### src/rtl/load_filter.sv
// MIPS load formatter: one word-aligned bus read per request, then byte/halfword
// extraction with sign/zero extension or LWL/LWR merge into rt.
module load_filter #(
    parameter int unsigned TIMEOUT_CYCLES = 255
) (
    input  logic        clk,
    input  logic        reset,
    input  logic        start,
    input  logic [5:0]  op,
    input  logic [31:0] addr,
    input  logic [31:0] rt_in,
    output logic        busy,
    output logic        done,
    output logic [31:0] data_out,
    output logic        err,
    output logic [31:0] mem_address,
    output logic        mem_read,
    output logic [3:0]  mem_byteenable,
    input  logic        mem_waitrequest,
    input  logic [31:0] mem_readdata
);

    localparam logic [5:0] OP_LB  = 6'b100000;
    localparam logic [5:0] OP_LH  = 6'b100001;
    localparam logic [5:0] OP_LWL = 6'b100010;
    localparam logic [5:0] OP_LW  = 6'b100011;
    localparam logic [5:0] OP_LBU = 6'b100100;
    localparam logic [5:0] OP_LHU = 6'b100101;
    localparam logic [5:0] OP_LWR = 6'b100110;

    typedef enum logic [1:0] {IDLE, REQ, RESP} state_t;

    state_t      state_q;
    logic [5:0]  op_q;
    logic [1:0]  off_q;
    logic [31:0] rt_q;
    logic [31:0] cnt_q;
    logic [31:0] cnt_d;
    logic [31:0] data_q;
    logic [31:0] data_d;
    logic [31:0] addr_q;
    logic [3:0]  be_q;
    logic [3:0]  be_d;
    logic        done_q;
    logic        err_q;
    logic        read_q;
    logic        legal_d;

    function automatic logic is_legal(input logic [5:0] o, input logic [1:0] b);
        case (o)
            OP_LB, OP_LBU, OP_LWL, OP_LWR: return 1'b1;
            OP_LH, OP_LHU:                 return ~b[0];
            OP_LW:                         return (b == 2'b00);
            default:                       return 1'b0;
        endcase
    endfunction

    function automatic logic [3:0] lane_mask(input logic [5:0] o, input logic [1:0] b);
        case (o)
            OP_LB, OP_LBU: return 4'b0001 << b;
            OP_LH, OP_LHU: return b[1] ? 4'b1100 : 4'b0011;
            default:       return 4'b1111;
        endcase
    endfunction

    // Little-endian lanes: offset b lives in m[8b+7:8b].
    function automatic logic [31:0] format_load(input logic [5:0] o, input logic [1:0] b,
                                                input logic [31:0] r, input logic [31:0] m);
        logic signed [7:0]  by;
        logic signed [15:0] hw;
        by = m[{b, 3'b000} +: 8];
        hw = b[1] ? m[31:16] : m[15:0];
        case (o)
            OP_LB:  return {{24{by[7]}}, by};
            OP_LBU: return {24'h0, by};
            OP_LH:  return {{16{hw[15]}}, hw};
            OP_LHU: return {16'h0, hw};
            OP_LWL: begin
                case (b)
                    2'd0:    return {m[7:0], r[23:0]};
                    2'd1:    return {m[15:0], r[15:0]};
                    2'd2:    return {m[23:0], r[7:0]};
                    default: return m;
                endcase
            end
            OP_LWR: begin
                case (b)
                    2'd0:    return m;
                    2'd1:    return {r[31:24], m[31:8]};
                    2'd2:    return {r[31:16], m[31:16]};
                    default: return {r[31:8], m[31:24]};
                endcase
            end
            default: return m;
        endcase
    endfunction

    always_comb begin
        legal_d = is_legal(op, addr[1:0]);
        be_d    = lane_mask(op, addr[1:0]);
        data_d  = format_load(op_q, off_q, rt_q, mem_readdata);
        cnt_d   = cnt_q + 32'd1;
    end

    always_ff @(posedge clk) begin
        if (reset) begin
            state_q <= IDLE;
            op_q    <= '0;
            off_q   <= '0;
            rt_q    <= '0;
            cnt_q   <= '0;
            data_q  <= '0;
            addr_q  <= '0;
            be_q    <= '0;
            done_q  <= 1'b0;
            err_q   <= 1'b0;
            read_q  <= 1'b0;
        end else begin
            done_q <= 1'b0;
            case (state_q)
                IDLE: begin
                    if (start) begin
                        if (legal_d) begin
                            state_q <= REQ;
                            op_q    <= op;
                            off_q   <= addr[1:0];
                            rt_q    <= rt_in;
                            addr_q  <= {addr[31:2], 2'b00};
                            be_q    <= be_d;
                            cnt_q   <= '0;
                            err_q   <= 1'b0;
                            read_q  <= 1'b1;
                        end else begin
                            // Rejected up front: no bus cycle, previous data_out kept.
                            state_q <= RESP;
                            err_q   <= 1'b1;
                        end
                    end
                end
                REQ: begin
                    if (!mem_waitrequest) begin
                        data_q  <= data_d;
                        read_q  <= 1'b0;
                        state_q <= RESP;
                    end else if (TIMEOUT_CYCLES != 0 && cnt_d == TIMEOUT_CYCLES) begin
                        read_q  <= 1'b0;
                        err_q   <= 1'b1;
                        state_q <= RESP;
                    end else begin
                        cnt_q <= cnt_d;
                    end
                end
                RESP: begin
                    done_q  <= 1'b1;
                    state_q <= IDLE;
                end
                default: state_q <= IDLE;
            endcase
        end
    end

    assign busy           = (state_q != IDLE);
    assign done           = done_q;
    assign data_out       = data_q;
    assign err            = err_q;
    assign mem_address    = addr_q;
    assign mem_read       = read_q;
    assign mem_byteenable = be_q;

endmodule

### config.mk
export PLATFORM = sky130hd
export DESIGN_NAME = load_filter
export DESIGN_NICKNAME = d
export VERILOG_FILES = /design/src/rtl/load_filter.sv
export SDC_FILE = /design/constraint.sdc
export NUM_CORES = 1
export LEC_CHECK = 0
export ABC_AREA = 1
export BUFFER_PORTS_ARGS = -buffer_cell sky130_fd_sc_hd__clkbuf_2
export CAP_MARGIN = 20
export CORE_MARGIN = 2
export CORE_UTILIZATION = 30
export DETAILED_ROUTE_END_ITERATION = 8
export RECOVER_POWER = 25
export SKIP_CTS_REPAIR_TIMING = 1
export SLEW_MARGIN = 30
export SYNTH_ARGS = -nofsm -noshare
export SYNTH_HDL_FRONTEND = slang
export SYNTH_SLANG_ARGS = --single-unit
### constraint.sdc
create_clock -name clk -period 2.2 [get_ports clk]
set_input_delay 0.44 -clock clk [delete_from_list [all_inputs] [get_ports clk]]
set_output_delay 0.44 -clock clk [all_outputs]
set_load 0.005 [all_outputs]
After elaboration in Yosys (flattened, before gate mapping)
Index checks and enable logic that the tools add are counted.
{"block": "word_totals", "mem_bits_ro": 0, "latchBits": 0, "mem_count": 0, "mem_bits_rw": 0, "in_bits": 106, "regBits": 143, "word_cells": 82}
{"block": "op_classes", "div": 0, "n_shift": 2, "multipliers": 0, "n_eq_ne": 24, "n_reduce_logical": 14, "mux": 28, "n_addsub": 1, "n_lt_le_gt_ge": 0, "bitwise_logic": 2}
{"op": "$pmux W32 S3", "count": 2}
{"op": "$pmux W32 S6", "count": 1}
{"op": "$mux W32", "count": 4}
{"op": "$eq A6 B6 Y1 const B", "count": 13}
{"op": "$pmux W32 S2", "count": 1}
{"op": "$add A32 B1 Y32 const B", "count": 1}
{"op": "$eq A32 B8 Y1 const B", "count": 1}
{"op": "$shiftx A32 B6 Y8", "count": 1}
{"op": "$mux W16", "count": 1}
{"op": "$ne A2 B2 Y1 const B", "count": 5}
{"op": "$mux W1", "count": 9}
{"op": "$mux W2", "count": 4}
{"op": "$pmux W4 S2", "count": 1}
{"op": "$reduce_and A4 Y1", "count": 2}
{"op": "$logic_not A2 Y1", "count": 3}
{"op": "$reduce_and A5 Y1", "count": 1}
{"op": "$eq A2 B1 Y1 const B", "count": 2}
{"op": "$eq A2 B2 Y1 const B", "count": 2}
{"op": "$mux W4", "count": 1}
{"op": "$pmux W1 S2", "count": 2}
{"op": "$pmux W2 S2", "count": 1}
{"op": "$reduce_and A2 Y1", "count": 2}
{"op": "$reduce_bool A2 Y1", "count": 2}
{"op": "$reduce_or A2 Y1", "count": 2}
{"op": "other kinds (6)", "count": 7}

Longest topological paths before layout
Gate-level depths: netlist of the first run.
{"block": "depth", "depth_word": 6, "mapped_depth": 18}

Worst setup path after synthesis of the first run
Ideal clock, no wire load.
{"block": "synth_timing", "kind": "register to register", "from": "register cnt_q[1]", "to": "register cnt_q[3]", "path_stages_with_launch": 16, "setup_ns": 0.128, "t_required_ns": 2.072, "arrival_ns": 2.043, "path_slack_ns": 0.029, "cell_sequence": "dfxtp_1 ha_1 nand2_1 nor2_4 nand2_4 nor2_2 nand3_1 xor2_1 nand2_1 nor2_1 nand3_2 nand2_4 nand2_8 buf_6 o21ai_1 nor2_1"}
{"block": "synth_via", "elab_chain_cells": 4, "word_cells_on_any_way": 7, "classes_between": "1 x add/sub; 2 x eq/ne; 3 x mux; 1 x reduce/logical"}
{"item": "start, declared", "line": "37", "rtl": "logic [31:0] cnt_q;"}
{"item": "start signal, assigned", "line": "150", "rtl": "cnt_q <= cnt_d;"}
{"item": "$add A32 B1 Y32 *", "line": "102", "rtl": "cnt_d = cnt_q + 32'd1;"}
{"item": "$eq A32 B8 Y1 / $mux W32 (equally long branches)", "line": "145", "rtl": "end else if (TIMEOUT_CYCLES != 0 && cnt_d == TIMEOUT_CYCLES) begin"}
{"item": "$ne A2 B2 Y1 (no source line) / $mux W32 (equally long branches)"}
{"item": "$reduce_and A5 Y1 (no source line) / $pmux W32 S2 (equally long branches)"}
Mark *: on every way between the ends. The rest lies on a longest branch, timed or not. The select of a mux whose other input is x is not followed.
A chain may end at the register's enable or synchronous reset.

Worst setup path in the final report of the first run
{"block": "layout_timing", "from": "register cnt_q[1]", "to": "register cnt_q[1]"}
Same word-level chain as after synthesis.

==> flow_summary.ini, run 1 <==
[route]
via_count = 9292
wl_per_cell_microns = 16.47
vias_per_cell = 5.094
ant_nets = 0
drtIter0Drc = 778
drt_pass1_iterations = 5
drcViolationCount = 0
routed_wl_mm = 30.04

[run_status]
violations = negative setup slack
status = finished with violations

[critical_path]
path_delay_family = simple AND/OR/NAND/NOR gates
startpoint_type = flip-flop
required_ns = 2.55
slowest_stage = dfxtp_4
r2r-start = cnt_q[1]
critPathArrivalTime_ns = 2.82
crit_type = flip-flop to flip-flop
crit_fanout = 8
cp-startpoint = cnt_q[1]
critPathBufInv = 1
setup.worst_path.end_class = flip-flop
crit_cells = 17
cpPeakStageDelay_ns = 0.38
ff2ff_path_depth = 17
crit_chain = nand2_4 -> nor2_4 -> nand2_4 -> nor2_4 -> buf_6 -> nand2_2 -> nand2_2 -> nand2_2 -> nor2_2 -> nand2_1 -> nor2_2 -> nand3_4 -> nand2_4 -> nand2_8 -> o21ai_0 -> nand2_1 -> nor2_1

[sta]
finClkSkew_ns = 0.01842
relSlewSlack_pct = 58.95
rsz0062_at_grt = true
clock.fmax_mhz = 404.5
final.period_utilization_pct = 112.4
slew_violations = 0
fin_crit_ns = 2.472
hold_violations = 0
setup_viol = 36
setup-tns-final_ns = -7.340
tightest_slew_ns = 0.6157
setup_ws_ns = -0.2720
hold_ws_ns = 0.2516

[place]
gp_congestion = 0.9818
dp.cells = 1775
place_ws_ns = -0.3395
portBuffers = 175
placed_area_sq_mm = 0.009793
dp_hpwl_mm = 21.17

[grt]
grt_overflow_total = 0
grt_pass1_vias = 8533
antenna_found_initial = 0
track_usage_pct = 20.48
grt_pass1_wl_mm = 45.62
grt_max_degree = 65

[layout]
antennaDiodeCount = 0
area.growth.synth_to_final_pct = 37.94
fin_cells = 1824
drive_gt1_share_pct = 28.68
fin_util_pct = 41.90
num-nets-final = 1584
final_area_sq_mm = 0.01086

[logic_synthesis]
yosysWarnings = 0
synth-edff-count = 0
synth.avg_cell_area_sq_um = 6.478
ys_top_cells_by_area = dfxtp_1, nand2_1, nor2_1, o21ai_0, a21oi_1
synth.distinct_cells = 42
ys_ff_latch = 143
seq_area_frac_synth_pct = 36.37
synthArstFlopShare_pct = 0
syn_inst = 1215
netlist_area_sq_mm = 0.007871
synth_top_area_cell = dfxtp_1
yosysTopAreaCellShare_pct = 36.37
synth_ff_type = dfxtp_1

[clocking]
numCtsBuffers = 17
tritoncts = done
clkTransAtPathRegs_ns = 0.07
cts_max_level = 4
cts_root_buffer = clkbuf_16
clock-sinks = 143
cts_buffer_depth = 2
insertion_delay_ns = 0.43

[floorplanning]
die_w_microns = 166.0
pin_count = 178
die-area_sq_mm = 0.02755
die_h_microns = 166.0
fp.coreArea_sq_mm = 0.02591
start_util_pct = 30.38
rows = 59

[worst_hold_path]
hold_path_depth = 3
min_from = addr[2]
hold_class = input pin to flip-flop

[run]
cap_violations = 0

[power_and_ir_drop]
power_mw = 6.218
power_density_mw_per_mm2 = 572.7
ir_drop_mv = 0.3291
power.leakage_nw = 4.586
## cells by family after synthesis
logic type               count (synthesis)  synth area share [%]
AND/OR/NAND/NOR                        574                 30.36
multiplexers                             1                0.1272
adder cells (fa/ha/maj)                  2                0.3179
AO/OA/AOI/OAI                          332                 23.83
XOR/XNOR                                 8                0.8902
buffers and inverters                  154                 8.059
other                                    1               0.04764
flip-flops                             143                 36.37
## worst register-to-register path, stage by stage (launching register included)
cell and delay, ns:
dfxtp_4 0.38, nand2_4 0.06, nor2_4 0.22, nand2_4 0.09
nor2_4 0.22, buf_6 0.14, nand2_2 0.05, nand2_2 0.06
nand2_2 0.06, nor2_2 0.09, nand2_1 0.08, nor2_2 0.16
nand3_4 0.14, nand2_4 0.24, nand2_8 0.12, o21ai_0 0.12
nand2_1 0.06, nor2_1 0.10
## layer usage
layer | vias up | global-route usage, % | part of all wire, %
li1 | 4573 | - | -
met1 | 4294 | 29.17 | 47
met2 | 376 | 30.62 | 43
met3 | 49 | 4.814 | 8.1
met4 | 0 | 6.200 | 2.2
met5 | - | 0 | 0
## synthesized netlist by cell type, types with 2 or more instances
cell and n:
buf_6 6, dfxtp_1 143, nand3_2 2, a221oi_1 8, nand3_1 27, o41ai_1 2
o22ai_1 11, inv_1 85, nor2_1 245, o21ai_0 153, nand2_2 6, o221ai_1 18
or2_2 6, o21ai_1 32, o2111ai_1 3, a21oi_1 70, o211ai_1 15, buf_2 3
xnor2_1 2, a211oi_1 5, nor2_4 7, ha_1 2, a22oi_1 7, nor3_1 8
buf_4 2, nand3b_1 9, nand2_1 251, buf_1 9, nand4_1 3, clkbuf_1 49
nand2_4 3, xor2_1 6, a31oi_1 5, nor2_2 4
## path summary, 6_finish.rpt
check,to,slack (ns)
max,cnt_q[1],-0.27
min,mem_address[2],0.25
max reg2reg,cnt_q[1],-0.27
min reg2reg,data_out[29],0.46
## cell type report
cell class              instances  area (sq um)
fillers                      2727         15050
multi-input cells             927          4771
flip-flops and latches        143          2895
repair buffers                302          1884
clock buffers                  18         439.2
well taps                     335         419.2
inverters                      85         325.3
clock inverters                14         123.9
## cells in the final DEF (no fill, tap or decap), types with 18 or more instances in the layout
cell | synthesis | routed
clkbuf_1 | 49 | 21
o21ai_0 | 153 | 148
nand2_1 | 251 | 236
nor2_1 | 245 | 229
nand2_2 | 6 | 19
inv_1 | 85 | 80
buf_4 | 2 | 117
nor2_2 | 4 | 18
clkbuf_2 | 0 | 154
o21ai_1 | 32 | 21
a21oi_1 | 70 | 70
dfxtp_1 | 143 | 127
nand3_1 | 27 | 26
## flip-flops by register name (all words and copies together), names as in the netlist
| signal | cells |
|---|---|
| op_q | 6 |
| cnt_q | 32 |
| data_out | 32 |
| mem_byteenable | 4 |
| done | 1 |
| mem_address | 30 |
| off_q | 2 |
| rt_q | 32 |
| state_q | 2 |
| err | 1 |
| mem_read | 1 |
## where the power goes
group	internal, mW	switching [mW]	total [mW]
Clock	1.52	1.32	2.83
Sequential	2.65	0.0541	2.70
Combinational	0.285	0.395	0.680
Total	4.45	1.77	6.22
No activity file was read; power rests on OpenSTA's default activity.
==> run 2: changes to the inputs <==
--- a/config.mk
+++ b/config.mk
@@ -5,7 +5,6 @@
 export SDC_FILE = /design/constraint.sdc
 export NUM_CORES = 1
 export LEC_CHECK = 0
-export ABC_AREA = 1
 export BUFFER_PORTS_ARGS = -buffer_cell sky130_fd_sc_hd__clkbuf_2
 export CAP_MARGIN = 20
 export CORE_MARGIN = 2
==> run 2 against run 1 <==
The run still ends with negative setup slack left. Sequential power is 2% lower. Sequential share of layout area is 1.3 points lower. Utilization is 0.45 points higher. Worst setup slack worse by 0.27 ns. Via count is 4.7% lower. Combinational power is 25% lower. Total power is 0.82% lower. Clock power is 7% higher. Worst hold slack worse by 0.041 ns. Critical path type unchanged. Largest cell class unchanged. Largest power group unchanged.
==> flow_summary.ini, run 2 <==
[sta]
fin_crit_ns = 2.745
clock.fmax_mhz = 364.3
rsz0062_at_grt = true
finClkSkew_ns = 0.01442
setup_ws_ns = -0.5453
final.period_utilization_pct = 124.8
hold_ws_ns = 0.2102
hold_violations = 0
relSlewSlack_pct = 48.07
tightest_slew_ns = 0.7789
slew_violations = 0
setup_viol = 36

[critical_path]
setup.worst_path.end_class = flip-flop
critPathArrivalTime_ns = 3.11
r2r_end = cnt_q[13]
ff2ff_path_depth = 12
reg2reg_slack_ns = -0.55
required_ns = 2.56
crit_fanout = 6
crit_type = flip-flop to flip-flop
startpoint_type = flip-flop
r2r-start = cnt_q[1]

[layout]
antennaDiodeCount = 0
num-nets-final = 1418
nFillCells = 2735
drive_gt1_share_pct = 36.66
seqCellArea_sq_mm = 0.002879
final_area_sq_mm = 0.01135
fin_cells = 1664
final_common_cell = nand2_1
mostFrequentLayoutCells = nand2_1, clkbuf_2, buf_4
area.growth.synth_to_final_pct = 39.43
multiInputGateArea_sq_mm = 0.005223

[worst_hold_path]
hold_path_depth = 3
min_from = addr[9]
whs_endpoint = mem_address[9]
hold_class = input pin to flip-flop

[logic_synthesis]
yosysTopAreaCellShare_pct = 35.16
synth-edff-count = 0
synth-adder-area-share_pct = 0.3074
seq_area_frac_synth_pct = 35.16
synth_top_family_by_area = simple AND/OR/NAND/NOR gates
ys_ff_latch = 143
syn_inst = 1044
synth_ff_type = dfxtp_1
ys_top_cells_by_area = dfxtp_1, nand2_1, a21oi_1, mux2_2, nor2_1
yosysWarnings = 0
synth_common_cells = nand2_1, dfxtp_1, a21oi_1, nor2_1, o21ai_0
synth_top_area_cell = dfxtp_1
synth.distinct_cells = 73
synth-xor-area-share_pct = 0.8606
synth.avg_cell_area_sq_um = 7.798
synthMuxAreaShare_pct = 10.47
netlist_area_sq_mm = 0.008142
synth_simple_gate_area_share_pct = 26.25
yosysMostFrequentCell = nand2_1
synthArstFlopShare_pct = 0
synth_compound_area_share_pct = 21.73

[clocking]
cts_buffer_depth = 2
cts_root_buffer = clkbuf_16
insertion_delay_ns = 0.44
tritoncts = done
cts_max_level = 4
clkTransAtPathRegs_ns = 0.08
numCtsBuffers = 17
clock-sinks = 143

[run_status]
status = finished with violations
violations = negative setup slack

[power_and_ir_drop]
power.leakage_nw = 4.204
power_density_mw_per_mm2 = 543.2
ir_drop_mv = 0.4072

[route]
drt_pass1_iterations = 6
vias_per_cell = 5.324
routed_wl_mm = 29.52
ant_nets = 0
via_count = 8859
wl_per_cell_microns = 17.74
drcViolationCount = 0
drtIter0Drc = 511

[grt]
grt_max_degree = 68
gr-usage-met1_pct = 25.94
busiest_layer = met2
grt_pass1_vias = 8571
grt_pass1_wl_mm = 45.71
track_usage_pct = 20.21
antenna_found_initial = 0
use_met2_pct = 33.91
grt_overflow_total = 0
grt_use_met3_pct = 4.746

[place]
placed_area_sq_mm = 0.01039
dp_hpwl_mm = 22.07
place_ws_ns = -0.6695
dp.cells = 1628
portBuffers = 175
gp_congestion = 0.8964

[floorplanning]
fp.coreArea_sq_mm = 0.02680
die_w_microns = 168.7
die_h_microns = 168.7
rows = 60
start_util_pct = 30.38
die-area_sq_mm = 0.02847
pin_count = 178

[run]
cap_violations = 0
run 2: worst max-delay path by stage:
stage,startpoint,end,slack [ns],depth (start not counted)
floorplan,cnt_q[1],cnt_q[10],-0.33,12
global placement,cnt_q[1],cnt_q[28],-0.57,11
detailed placement,cnt_q[4],cnt_q[28],-0.67,10
CTS,cnt_q[4],cnt_q[28],-0.72,10
global route,cnt_q[1],cnt_q[19],-0.65,12
finish,cnt_q[1],cnt_q[13],-0.55,12
run 2: report_power, final:
part | internal, mW | switching (mW) | total, mW | leakage (nW)
clock | 1.66 | 1.36 | 3.02 | 0.295
sequential | 2.61 | 0.0233 | 2.64 | 1.16
combinational | 0.223 | 0.289 | 0.512 | 2.75
total | 4.49 | 1.67 | 6.17 | 4.20
run 2: worst max-delay path: stages, from the launching register on:
cell	delay [ns]
dfxtp_4	0.38
ha_4	0.15
and3_4	0.24
buf_4	0.13
nand2_2	0.07
nor4_4	0.32
nor3_1	0.07
a31oi_1	0.24
nor4_4	0.11
a21o_4	0.28
buf_6	0.14
or4_4	0.42
a21oi_2	0.13
run 2: logic make-up after synthesis:
| logic type | count (synthesis) |
|---|---|
| simple gates | 442 |
| buf+inv | 98 |
| fa+ha+maj | 2 |
| mux | 65 |
| flops | 143 |
| other cells | 1 |
| xor+xnor | 8 |
| compound gates | 285 |
run 2: layout make-up:
type | instances | share of cell area, %
Clock buffer | 18 | 3.869
Clock inverter | 14 | 1.433
Inverter | 8 | 0.2645
Multi-Input combinational cell | 804 | 46.00
Sequential cell | 143 | 25.36
Tap cell | 341 | 3.758
Timing Repair Buffer | 336 | 19.31
run 2: routing by layer:
metal	wire [microns]	share of wire (%)
met4	610	2.1
met2	14050	48
met1	12780	43
met3	2078	7.0
met5	0	0
run 2: per-stage QoR:
step	setup TNS [ns]	total power, mW	utilization, %
3_5_place_dp	-22.99	3.192	38.77
4_1_cts	-23.79	6.193	41.01
2_1_floorplan	-8.455	2.926	-
5_1_grt	-22.15	6.369	42.36
3_3_place_gp	-19.38	3.184	38.77
6_report	-15.71	6.167	42.36
==> run 3: changes to the inputs <==
--- a/config.mk
+++ b/config.mk
@@ -16,3 +16,4 @@
 export SYNTH_ARGS = -nofsm -noshare
 export SYNTH_HDL_FRONTEND = slang
 export SYNTH_SLANG_ARGS = --single-unit
+export TNS_END_PERCENT = 100
==> constraint.sdc (replaced) <==
create_clock -name clk -period 2.8 [get_ports clk]
set_input_delay 0.56 -clock clk [delete_from_list [all_inputs] [get_ports clk]]
set_output_delay 0.56 -clock clk [all_outputs]
set_load 0.01 [all_outputs]
==> run 3 against run 2 <==
Clock skew down 0.0026 ns. Register-to-register slack gained 0.60 ns. Worst setup slack better by 0.60 ns. Cell area decreased by 7.7%. Critical path depth rose by 1. Wire length is 2.7% lower. Non-clock buffer count decreased by 77. Clock power is 22% lower. The flow now finishes without violations. Total power is 22% lower. Critical endpoint unchanged. Via count is 3.1% lower. Fmax is 0.16% lower.
==> flow_summary.ini, run 3 (synthesis gave the netlist of run 2 again) <==
[floorplanning]
pin_count = 178
start_util_pct = 30.38
rows = 60
die_h_microns = 168.7
fp.coreArea_sq_mm = 0.02680
die_w_microns = 168.7
die-area_sq_mm = 0.02847

[layout]
fin_util_pct = 39.09
area.growth.synth_to_final_pct = 28.69
seqCellArea_sq_mm = 0.002874
drive_gt1_share_pct = 28.35
final_common_cell = nand2_1
final_area_sq_mm = 0.01048
num-nets-final = 1341
multiInputGateArea_sq_mm = 0.005045
nFillCells = 2756
antennaDiodeCount = 0
mostFrequentLayoutCells = nand2_1, dfxtp_1, clkbuf_2

[sta]
finClkSkew_ns = 0.01184
clock.fmax_mhz = 363.7
relSlewSlack_pct = 45.60
slew_violations = 0
rsz0062_at_grt = true
hold_violations = 0
setup_viol = 0
fin_crit_ns = 2.750
tightest_slew_ns = 0.8130
setup-tns-final_ns = 0
setup_ws_ns = 0.05039
final.period_utilization_pct = 98.20

[power_and_ir_drop]
ir_drop_mv = 0.2936
power_density_mw_per_mm2 = 460.0
power.leakage_nw = 3.654

[critical_path]
setup.worst_path.end_class = flip-flop
ff2ff_path_depth = 13
cp-startpoint = cnt_q[1]
reg2reg_slack_ns = 0.05
crit_end = cnt_q[13]
crit_fanout = 15
r2r_end = cnt_q[13]
required_ns = 3.16
critPathArrivalTime_ns = 3.11
r2r-start = cnt_q[1]
crit_type = flip-flop to flip-flop
startpoint_type = flip-flop

[place]
portBuffers = 175
gp_congestion = 0.8992
dp_hpwl_mm = 20.89
placed_area_sq_mm = 0.009759
place_ws_ns = -0.01881

[route]
via_count = 8581
drcViolationCount = 0
ant_nets = 0
routed_wl_mm = 28.71
drtIter0Drc = 546
wl_per_cell_microns = 18.10
vias_per_cell = 5.410
drt_pass1_iterations = 5

[clocking]
clkTransAtPathRegs_ns = 0.07
clock-sinks = 143
numCtsBuffers = 17
insertion_delay_ns = 0.43
cts_buffer_depth = 2
cts_root_buffer = clkbuf_16
tritoncts = done
cts_max_level = 4

[run]
cap_violations = 0

[worst_hold_path]
hold_class = input pin to flip-flop
hold_path_depth = 3

[grt]
antenna_found_initial = 0
grt_overflow_total = 0
grt_max_degree = 116
track_usage_pct = 19.84
grt_pass1_vias = 8175
grt_pass1_wl_mm = 44.79

[run_status]
status = complete, no violations
[run 3: changes by cell type in the layout (fill, tap and decap cells not counted), moves of 5 or more]
cell,delta
a311oi_1,+5
a311oi_2,-5
buf_4,-67
buf_6,-6
clkbuf_1,+29
clkbuf_2,-28
o21ai_0,+11
o21ai_1,-11
[run 3: cell type report]
class | instances | share of cell area, %
well taps | 341 | 4.072
multi-input cells | 804 | 48.15
repair buffers | 259 | 14.33
inverters | 8 | 0.2866
clock inverters | 12 | 1.409
flip-flops and latches | 143 | 27.43
clock buffers | 19 | 4.323
[run 3: report_power, final]
group          leakage [nW]  switching [mW]  internal [mW]
sequential             1.16          0.0180           2.06
clock                 0.295           0.992           1.38
combinational          2.20           0.219          0.152
[run 3: per-layer routing]
layer / global-route usage [%] / up-vias / share of wire (%)
li1: - / 4145 / -
met1: 25.54 / 4069 / 43
met2: 32.97 / 325 / 47
met3: 4.793 / 42 / 7.1
met4: 5.922 / 0 / 2.3
met5: 0 / - / 0
[run 3: critical path: stages (launching register included)]
cell     delay, ns
dfxtp_2       0.33
ha_2          0.20
and3_4        0.25
buf_4         0.12
nand4_2       0.14
buf_6         0.17
nor4_4        0.22
nor4_2        0.06
nand4_1       0.15
nor4_4        0.07
a21o_2        0.24
buf_12        0.15
or4_1         0.42
a21oi_2       0.14
[run 3: per-stage QoR]
step / cells / power, mW / hold slack, ns
floorplan: 1045 / 2.306 / 0.4326
global placement: 1555 / 2.487 / 0.4412
detailed placement: 1555 / 2.491 / 0.4454
CTS: 1586 / 4.864 / 0.3274
global route: 1586 / 4.992 / 0.3319
finish: 1586 / 4.820 / 0.3457
[run 3: worst min path at each step]
stage / to / startpoint / slack (ns)
global route: mem_address[10] / addr[10] / 0.33
CTS: mem_address[19] / addr[19] / 0.33
detailed placement: mem_address[23] / mem_address[23] / 0.45
global placement: mem_address[23] / mem_address[23] / 0.44
finish: mem_address[20] / addr[20] / 0.35
floorplan: op_q[5] / op_q[5] / 0.43
